`config.mk`:
```
export PLATFORM = sky130hd
export DESIGN_NAME = fetch_sequencer
export DESIGN_NICKNAME = d
export VERILOG_FILES = /design/src/rtl/fetch_sequencer.sv
export SDC_FILE = /design/constraint.sdc
export NUM_CORES = 1
export LEC_CHECK = 0
export ABC_AREA = 1
export BUFFER_PORTS_ARGS = -buffer_cell sky130_fd_sc_hd__buf_2
export CORE_AREA = 2 2 155 157
export DETAILED_ROUTE_END_ITERATION = 10
export DIE_AREA = 0 0 157 159
export PLACE_DENSITY = 0.49
export SLEW_MARGIN = 5
export SYNTH_ARGS = -nofsm -noshare
export SYNTH_HDL_FRONTEND = slang
export SYNTH_SLANG_ARGS = --single-unit
```
`constraint.sdc`:
```
create_clock -name clk -period 2.8 [get_ports clk]
set_clock_uncertainty 0.2 [all_clocks]
set_input_delay 0.14 -clock clk [delete_from_list [all_inputs] [get_ports clk]]
set_output_delay 0.14 -clock clk [all_outputs]
set_load 0.005 [all_outputs]
```
`src/rtl/fetch_sequencer.sv`:
```
// Instruction fetch sequencer: reads 16-bit halfwords, assembles 16/32-bit instructions for decode.
// Optional performance counters are enabled with `define FETCH_SEQ_PERF_EN.
module fetch_sequencer #(
   parameter int                ADDR_W   = 24,
   parameter logic [ADDR_W-1:0] RESET_PC = '0
) (
   input  logic              clk,
   input  logic              rst_n,
   output logic              mem_req,
   output logic [ADDR_W-1:0] mem_addr,
   input  logic              mem_gnt,
   input  logic              mem_rvalid,
   input  logic [15:0]       mem_rdata,
   input  logic              redirect,
   input  logic [ADDR_W-1:0] redirect_pc,
   output logic [31:0]       fetchoutput,
   output logic [ADDR_W-1:0] fetch_pc,
   output logic              fetch_valid,
   input  logic              decode_ready
`ifdef FETCH_SEQ_PERF_EN
   ,
   output logic [31:0]       perf_instr_cnt,
   output logic [31:0]       perf_stall_cnt
`endif
);

   typedef enum logic [2:0] {REQ_HI, WAIT_HI, REQ_LO, WAIT_LO, HOLD} state_t;

   state_t            state;
   logic [ADDR_W-1:0] pc;
   logic [ADDR_W-1:0] pc_next;
   logic [14:0]       hi;
   logic              discard;

   // bit 31 of the held word is the long flag, so it also selects the pc step
   assign pc_next = pc + (fetchoutput[31] ? ADDR_W'(2) : ADDR_W'(1));

   always_ff @(posedge clk or negedge rst_n) begin
      if (!rst_n) begin
         state       <= REQ_HI;
         pc          <= RESET_PC;
         hi          <= '0;
         discard     <= 1'b0;
         mem_req     <= 1'b0;
         mem_addr    <= RESET_PC;
         fetchoutput <= '0;
         fetch_pc    <= '0;
         fetch_valid <= 1'b0;
      end else if (redirect) begin
         pc          <= redirect_pc;
         fetch_valid <= 1'b0;
         state       <= REQ_HI;
         case (state)
            REQ_HI, REQ_LO: begin
               if (mem_req && mem_gnt) begin
                  discard <= 1'b1;
                  mem_req <= 1'b0;
               end else if (discard && !mem_rvalid) begin
                  mem_addr <= redirect_pc;
               end else begin
                  discard  <= 1'b0;
                  mem_req  <= 1'b1;
                  mem_addr <= redirect_pc;
               end
            end
            WAIT_HI, WAIT_LO: begin
               // a response landing with the redirect is simply dropped
               if (mem_rvalid) begin
                  mem_req  <= 1'b1;
                  mem_addr <= redirect_pc;
               end else begin
                  discard  <= 1'b1;
               end
            end
            default: begin
               mem_req  <= 1'b1;
               mem_addr <= redirect_pc;
            end
         endcase
      end else begin
         case (state)
            REQ_HI: begin
               if (discard) begin
                  if (mem_rvalid) begin
                     discard  <= 1'b0;
                     mem_req  <= 1'b1;
                     mem_addr <= pc;
                  end
               end else if (!mem_req) begin
                  mem_req  <= 1'b1;
                  mem_addr <= pc;
               end else if (mem_gnt) begin
                  mem_req <= 1'b0;
                  state   <= WAIT_HI;
               end
            end
            WAIT_HI: begin
               if (mem_rvalid) begin
                  hi <= mem_rdata[14:0];
                  if (!mem_rdata[15]) begin
                     fetchoutput <= {1'b0, mem_rdata[14:0], 16'h0000};
                     fetch_pc    <= pc;
                     fetch_valid <= 1'b1;
                     state       <= HOLD;
                  end else begin
                     mem_req  <= 1'b1;
                     mem_addr <= pc + ADDR_W'(1);
                     state    <= REQ_LO;
                  end
               end
            end
            REQ_LO: begin
               if (mem_gnt) begin
                  mem_req <= 1'b0;
                  state   <= WAIT_LO;
               end
            end
            WAIT_LO: begin
               if (mem_rvalid) begin
                  fetchoutput <= {1'b1, hi, mem_rdata};
                  fetch_pc    <= pc;
                  fetch_valid <= 1'b1;
                  state       <= HOLD;
               end
            end
            default: begin
               if (decode_ready) begin
                  fetch_valid <= 1'b0;
                  pc          <= pc_next;
                  mem_req     <= 1'b1;
                  mem_addr    <= pc_next;
                  state       <= REQ_HI;
               end
            end
         endcase
      end
   end

`ifdef FETCH_SEQ_PERF_EN
   always_ff @(posedge clk or negedge rst_n) begin
      if (!rst_n) begin
         perf_instr_cnt <= '0;
         perf_stall_cnt <= '0;
      end else begin
         if (fetch_valid && decode_ready)  perf_instr_cnt <= perf_instr_cnt + 32'd1;
         if (fetch_valid && !decode_ready) perf_stall_cnt <= perf_stall_cnt + 32'd1;
      end
   end
`endif

endmodule

```
# Yosys cells after proc, flatten, opt, wreduce, memory -nomap -nowiden
# Cells that the tools add are included.
# W data, S select, Z words.
[classes]
mux = 58
bitwise_logic = 1
add_sub_neg = 2
n_eq_ne = 25
reduce_logical = 23
[ops]
columns = ["operator", "n"]
rows = [
  ["$mux W24", 13],
  ["$mux W32", 3],
  ["$pmux W24 S2", 2],
  ["$pmux W24 S3", 1],
  ["$pmux W32 S2", 1],
  ["$ne A3 B3 Y1 const B", 11],
  ["$mux W3", 9],
  ["$add A24 B1 Y24 const B", 1],
  ["$add A24 B2 Y24", 1],
  ["$mux W1", 23],
  ["$ne A4 B4 Y1 const B", 3],
  ["$pmux W3 S4", 1],
  ["$reduce_and A5 Y1", 2],
  ["$ne A2 B2 Y1 const B", 4],
  ["$reduce_and A8 Y1", 1],
  ["$reduce_bool A4 Y1", 2],
  ["$reduce_and A7 Y1", 1],
  ["$eq A3 B2 Y1 const B", 2],
  ["$ne A2 B1 Y1 const B", 3],
  ["$reduce_and A6 Y1", 1],
  ["$reduce_bool A2 Y1", 3],
  ["$reduce_bool A6 Y1", 1],
  ["$reduce_or A2 Y1", 3],
  ["$reduce_bool A5 Y1", 1],
  ["14 further kinds", 16],
]
[totals]
in_bits = 46
reg_bits = 125

# Longest topological paths before layout
# Gate-level depths: netlist (run 1).
[logic_depth]
word_depth = 6
mapped_depth = 14

# Least setup slack after synthesis (run 1)
# Ideal clock, no wire load.
[synth_timing]
path_type = "register to register"
startpoint = "register fetchoutput[31]"
endpoint = "register mem_addr[16]"
path_slack_ns = 0.548
stages_incl_launch_ff = 13
arrival_time_ns = 1.974
setup_ns = 0.077
cell_sequence = "dfrtp_1 inv_1 ha_1 inv_1 fa_1 nor2_4 nand2_1 nor2_1 xor2_1 nand2_1 nand3_1 nand2_1 a21oi_1"
[synth_via]
elab_chain_cells = 5
[synth_rtl]
columns = ["element", "line", "rtl"]
rows = [
  ["from (decl)", "16", "output logic [31:0] fetchoutput,"],
  ["from (signal assigned)", "101", "fetchoutput <= {1'b0, mem_rdata[14:0], 16'h0000};"],
  ["from (signal assigned)", "120", "fetchoutput <= {1'b1, hi, mem_rdata};"],
  ["$mux W2", "36", "assign pc_next = pc + (fetchoutput[31] ? ADDR_W'(2) : ADDR_W'(1));"],
  ["$add A24 B2 Y24", "36", ""],
  ["$mux W24", "127", "if (decode_ready) begin"],
  ["$pmux W24 S3", "81", "case (state)"],
  ["$mux W24", "49", "end else if (redirect) begin"],
  ["to (signal assigned)", "59", "mem_addr <= redirect_pc;"],
  ["to (signal assigned)", "87", "mem_addr <= pc;"],
  ["to (signal assigned)", "131", "mem_addr <= pc_next;"],
  ["to (decl)", "10", "output logic [ADDR_W-1:0] mem_addr,"],
]
# No other way between the ends. The select of a mux whose other input is x is not followed.
# A chain may end at the register's enable or synchronous reset.

# Worst setup path after layout (run 1)
[layout_timing]
startpoint = "register fetchoutput[31]"
endpoint = "register mem_addr[10]"
# Same word-level chain as after synthesis.

==> flow_metrics.py, run 1 <==
metrics = {
    "placement": {
        "gp_congestion": 0.850,
        "dp_hpwl_microns": 15700,
        "portBuffers": 127,
    },
    "sta": {
        "relSlewSlack": 0.595,
        "fin_crit_sh": 0.878,
        "setup_viol": 0,
        "finalHoldViolations": 0,
        "finalMaxSlewViolations": 0,
        "fin_tns_setup_ps": 0,
        "layout_min_cycle_time_ps": 2460,
        "rsz0062_at_grt": "false",
        "fmax_mhz": 407,
        "worst_slew_pin_slew_ps": 608,
    },
    "critical_path": {
        "crit_fanout": 5,
        "reg2reg_slack_ps": 340,
        "cp_cell_sequence": "inv_1 > ha_1 > inv_1 > fa_1 > nor2_4 > nand2_2 > nor2_4 > xor2_1 > nand2_1 > nand3_1 > nand2_1 > a21oi_1",
        "r2r-start": "fetchoutput[31]$_DFFE_PN0P_",
        "critPathCapture": "mem_addr[10]$_DFFE_PN0P_",
        "path_class": "flop to flop",
        "reg2regPathDepth": 12,
        "cp_slowest_stage_delay_ps": 430,
        "critPathLaunchType": "flop",
        "startpoint": "fetchoutput[31]$_DFFE_PN0P_",
        "cp_slowest_cell": "fa_1",
        "endpoint_kind": "flop",
        "worstReg2RegEnd": "mem_addr[10]$_DFFE_PN0P_",
        "critPathArrivalTime_ps": 2600,
        "cp.required_ps": 2940,
    },
    "clock_network": {
        "cts_resized": 0,
        "cts_root_buffer": "clkbuf_16",
        "cts_tree": "yes",
        "cts_setup_buffers": 0,
        "cts.clk_slew.worst_paths_ps": 60,
        "clk_latency_ps": 420,
        "hold_buffers": 43,
        "cts.sinks": 125,
        "htree_levels": 4,
        "cts_max_path_buffers": 2,
        "cts_made_buffers": 17,
    },
    "synthesis": {
        "syn_nets": 980,
        "yosysMostFrequentCell": "nand2_1",
        "ys_seq_area_frac": 0.455,
        "postSynthAreaPerCell_sq_um": 7.40,
        "synth_edf_count": 0,
        "yosys.area.top_type_share": 0.455,
        "synth_top_area_cell": "dfrtp_1",
        "synth.distinct_cells": 39,
        "synth_top_flop_cell": "dfrtp_1",
        "synth_cells": 930,
        "synth-seq-cells": 125,
        "synth.area.top_cells": "dfrtp_1 45%, nand2_1 15%, o21ai_0 6.5%",
        "synthArstFlopShare": 1.00,
        "synth_area_sq_um": 6880,
        "ys_warn_count": 0,
        "yosys-top-cells-count": "269 x nand2_1, 125 x dfrtp_1, 115 x nor2_1",
    },
    "routing": {
        "first_pass_iters": 5,
        "finalWirelength_microns": 22000,
        "drt_iter0_drc": 396,
        "ant_nets": 0,
        "dr_total_vias": 6609,
        "wl_per_cell_microns": 15.4,
        "via_per_inst": 4.63,
        "remaining_drc_errors": 0,
    },
    "global_route": {
        "grt_overflow": 0,
        "top_usage_layer": "met2",
        "use_met1": 0.257,
        "grt_first_pass_wirelength_microns": 35300,
        "use_met3": 0.0332,
        "grtUsageTotal": 0.180,
        "grt_max_degree": 61,
        "grt_pass1_vias": 6419,
        "antenna_found_initial": 0,
        "use_met2": 0.286,
    },
    "floorplan": {
        "start_util": 0.297,
        "die_w_microns": 157,
        "ios": 128,
        "die_height_microns": 159,
        "coreArea_sq_um": 23200,
        "rows": 56,
        "die_area_sq_um": 25000,
    },
    "power_and_ir_drop": {
        "power_uw": 9470,
        "p_leak_uw": 0.00436,
        "p_per_area_nw_per_um2": 1060,
        "irDropWorstVdd_mv": 0.375,
    },
    "cells_and_area": {
        "final_nets": 1145,
        "synthToLayoutAreaGrowth_pct": 30.0,
        "drive_above_1_share": 0.203,
        "antenna_cells": 0,
    },
    "flow_run": {
        "cap_violations": 0,
    },
    "hold_path": {
        "hold_path.class": "input pin to flop",
    },
    "status": {
        "status": "finished clean",
    },
}
[cells in the final DEF, fill, tap and decap left out, drive strengths merged, types with 2 or more instances in the layout]
cell,count
a21oi,42
a31oi,35
buf,148
bufinv,5
clkbuf,19
clkinv,2
clkinvlp,2
dfrtp,125
dlygate4sd3,43
ha,3
inv,87
nand2,280
nand3,52
nand4,6
nor2,130
o211ai,4
o21ai,100
o22ai,5
or2,2
xor2,10
[cells by family after synthesis]
logic type,count (synthesis),share of synthesized area
adders and majority gates,4,0.00836
and+or+nand+nor,473,0.292
AOI/OAI and AO/OA,189,0.152
buffers and inverters,129,0.0809
DFF,125,0.455
xor gates and xnor gates,10,0.0127
[area by class of cell]
| class | count | area (sq um) |
|---|---|---|
| Tap cell | 319 | 399 |
| Clock buffer | 19 | 443 |
| Fill cell | 2439 | 14200 |
| Sequential cell | 125 | 3130 |
| Inverter | 84 | 318 |
| Timing Repair Buffer | 191 | 1240 |
| Multi-Input combinational cell | 676 | 3200 |
| Clock inverter | 12 | 209 |
[layer usage]
layer  vias up  share of wire
met2       156           0.46
met1      3093           0.49
met5         -              0
met3        14          0.043
met4         0         0.0084
li1       3346              -
[report_power, final]
group / switching (uW) / internal (uW)
combinational: 2390 / 1490
sequential: 572 / 2550
clock: 869 / 1610
total: 3830 / 5650
[state kept, by name (all words and copies together) (netlist names)]
name and flops:
fetch_valid 1, discard 1, pc 24, state 3, mem_req 1, fetch_pc 24, fetchoutput 32, mem_addr 24
hi 15
[worst max-delay path, delay by kind of cell (launching register included)]
kind,cells,cell delay [ps]
buf+inv,2,170
fa+ha+maj,2,610
flops,1,400
simple gates,6,650
xor+xnor,1,210
compound gates,1,130
[per-stage QoR]
step | util | instance area [sq um] | hold WS [ps] | cells | setup slack, ps
detailed placement | 0.339 | 7860 | -30.7 | 1352 | 350
global route | 0.386 | 8940 | 63.7 | 1426 | 82.0
floorplan | - | 6880 | -356 | 930 | 548
CTS | 0.386 | 8940 | 10.5 | 1426 | 340
global placement | 0.339 | 7860 | -36.4 | 1352 | 419
finish | 0.386 | 8940 | 32.6 | 1426 | 342
[worst min path at each step]
stage                  from                     endpoint  slack, ps  cells after the start
finish              mem_gnt          discard$_DFFE_PN0P_         30                      4
global route        mem_gnt          discard$_DFFE_PN0P_         60                      4
CTS                 mem_gnt          discard$_DFFE_PN0P_         10                      4
detailed placement    rst_n  fetchoutput[27]$_DFFE_PN0P_        -30                      1
global placement      rst_n  fetchoutput[27]$_DFFE_PN0P_        -40                      1
floorplan             rst_n          discard$_DFFE_PN0P_       -360                      0
Note: power is estimated with default switching activity, not from simulation.
==> run 2, diff against run 1 <==
- BUFFER_PORTS_ARGS: -buffer_cell sky130_fd_sc_hd__buf_2 -> unset
- CORE_AREA: 2 2 155 157 -> 4 4 157 159
- DIE_AREA: 0 0 157 159 -> 0 0 161 163
- DONT_BUFFER_PORTS: unset -> 1
- PLACE_DENSITY: 0.49 -> 0.44
==> flow_metrics.py, run 2 (same netlist as run 1, synthesis figures left out) <==
metrics = {
    "status": {
        "violations": "negative hold slack",
        "status": "complete, but fails checks",
    },
    "cells_and_area": {
        "top_register": "fetchoutput",
        "final_nets": 1019,
        "largest_reg_flops": 32,
        "most-common-layout-cells": "269 x nand2_1, 125 x dfrtp_1, 114 x nor2_1",
        "final_common_cell": "nand2_1",
        "drive_above_1_share": 0.0967,
        "synthToLayoutAreaGrowth_pct": 20.9,
        "antenna_cells": 0,
        "finalCoreUtilization": 0.358,
        "fin_cells": 1301,
    },
    "routing": {
        "via_per_inst": 4.73,
        "ant_nets": 0,
        "wl_per_cell_microns": 17.4,
        "first_pass_iters": 5,
        "finalWirelength_microns": 22600,
        "drt_iter0_drc": 382,
        "remaining_drc_errors": 0,
        "dr_total_vias": 6153,
    },
    "critical_path": {
        "critPathLaunchType": "flop",
        "cp_slowest_stage_delay_ps": 560,
        "path_class": "flop to flop",
        "endpoint_kind": "flop",
        "critPathArrivalTime_ps": 2650,
        "path_common_cell": "nand2_2",
        "critPathCapture": "fetchoutput[11]$_DFFE_PN0P_",
        "worstReg2RegEnd": "fetchoutput[11]$_DFFE_PN0P_",
        "reg2regPathDepth": 9,
        "reg2reg_slack_ps": 250,
        "r2r-start": "state[2]$_DFFE_PN0P_",
        "cp.required_ps": 2910,
        "cp_num_buf_inv": 3,
        "startpoint": "state[2]$_DFFE_PN0P_",
        "critical_path.top_delay_family": "simple AND/OR/NAND/NOR gates",
        "cp_cell_sequence": "nor2_2 > nand2_2 > nor2_1 > inv_1 > nand3_2 > inv_2 > nand2_2 > o21ai_1 > dlygate4sd3_1",
        "worstSetupPathDepth": 9,
        "crit_fanout": 17,
        "cp_slowest_cell": "dlygate4sd3_1",
    },
    "placement": {
        "portBuffers": 0,
        "pre_cts_slack_ps": 230,
        "dp.cells": 1217,
        "gp_congestion": 0.830,
        "dp_hpwl_microns": 15700,
    },
    "clock_network": {
        "htree_levels": 4,
        "cts.clk_slew.worst_paths_ps": 70,
        "clk_latency_ps": 420,
        "hold_buffers": 50,
        "cts_max_path_buffers": 2,
        "cts_root_buffer": "clkbuf_16",
        "cts_made_buffers": 17,
        "cts.sinks": 125,
        "cts_tree": "yes",
    },
    "global_route": {
        "antenna_found_initial": 0,
        "grt_pass1_vias": 6214,
        "grtUsageTotal": 0.179,
        "grt_first_pass_wirelength_microns": 36500,
        "grt_overflow": 0,
        "grt_max_degree": 126,
    },
    "sta": {
        "finalHoldViolations": 125,
        "fmax_mhz": 393,
        "setup_viol": 0,
        "whs_ps": -778,
        "worst_slew_pin_slew_ps": 544,
        "fin_tns_setup_ps": 0,
        "relSlewSlack": 0.637,
        "rsz0062_at_grt": "false",
        "finalWorstSetupSlack_ps": 255,
        "layout_min_cycle_time_ps": 2550,
        "finalMaxSlewViolations": 0,
        "fin_crit_sh": 0.909,
    },
    "floorplan": {
        "rows": 56,
        "start_util": 0.296,
        "coreArea_sq_um": 23300,
        "ios": 128,
        "die_height_microns": 163,
        "die_w_microns": 161,
        "die_area_sq_um": 26200,
    },
    "power_and_ir_drop": {
        "p_per_area_nw_per_um2": 1070,
        "power_uw": 8930,
        "irDropWorstVdd_mv": 0.410,
        "p_leak_uw": 0.00383,
    },
    "hold_path": {
        "hold_path.class": "input pin to async pin",
    },
    "flow_run": {
        "cap_violations": 0,
    },
}
-- run 2: changes by cell type in the layout (fill, tap and decap cells not counted), moves of 2 or more --
cell | before | now
buf_2 | 126 | 0
clkinv_8 | 0 | 2
bufinv_16 | 5 | 1
inv_8 | 0 | 8
dlygate4sd3_1 | 43 | 49
buf_4 | 20 | 13
-- run 2: power breakdown --
part	switching, uW	total, uW	internal (uW)
Sequential	765	3320	2550
Combinational	2110	3300	1200
Clock	1020	2310	1290
Total	3890	8930	5040
-- run 2: metal layers --
layer / share of wire / routed length (microns) / track usage / vias up
li1: - / - / - / 3085
met4: 0.018 / 406 / 0.0492 / 0
met2: 0.47 / 10700 / 0.290 / 132
met1: 0.45 / 10200 / 0.236 / 2915
met3: 0.061 / 1390 / 0.0509 / 21
met5: 0 / 0 / 0 / -
-- run 2: cell type report --
type,count,area (sq um)
Sequential cell,125,3130
Inverter,84,318
Timing Repair Buffer,65,656
Clock inverter,15,186
Tap cell,319,399
Clock buffer,17,425
Multi-Input combinational cell,676,3200
Fill cell,2552,14900
-- run 2: how the worst min path moves through the flow --
stage,end,start
after floorplan,discard$_DFFE_PN0P_,rst_n
after global placement,fetchoutput[3]$_DFFE_PN0P_,rst_n
after detailed placement,fetch_pc[23]$_DFFE_PN0P_,rst_n
after CTS,hi[9]$_DFFE_PN0P_,rst_n
after global routing,fetch_pc[20]$_DFFE_PN0P_,rst_n
final,fetch_pc[14]$_DFFE_PN0P_,rst_n
-- run 2: per-stage QoR --
| step | cell area (sq um) | hold slack (ps) |
|---|---|---|
| floorplan | 6880 | -356 |
| global placement | 7170 | -349 |
| detailed placement | 7170 | -348 |
| CTS | 8300 | -804 |
| global route | 8320 | -808 |
| finish | 8320 | -778 |
-- run 2: what timing repair did --
| action | 4_1_cts | 5_1_grt |
|---|---|---|
| gates resized for setup | 0 | 0 |
| buffers inserted | 0 | 2 |
| endpoints found under the setup margin | 0 | 2 |
| hold endpoints to repair | 225 | 125 |
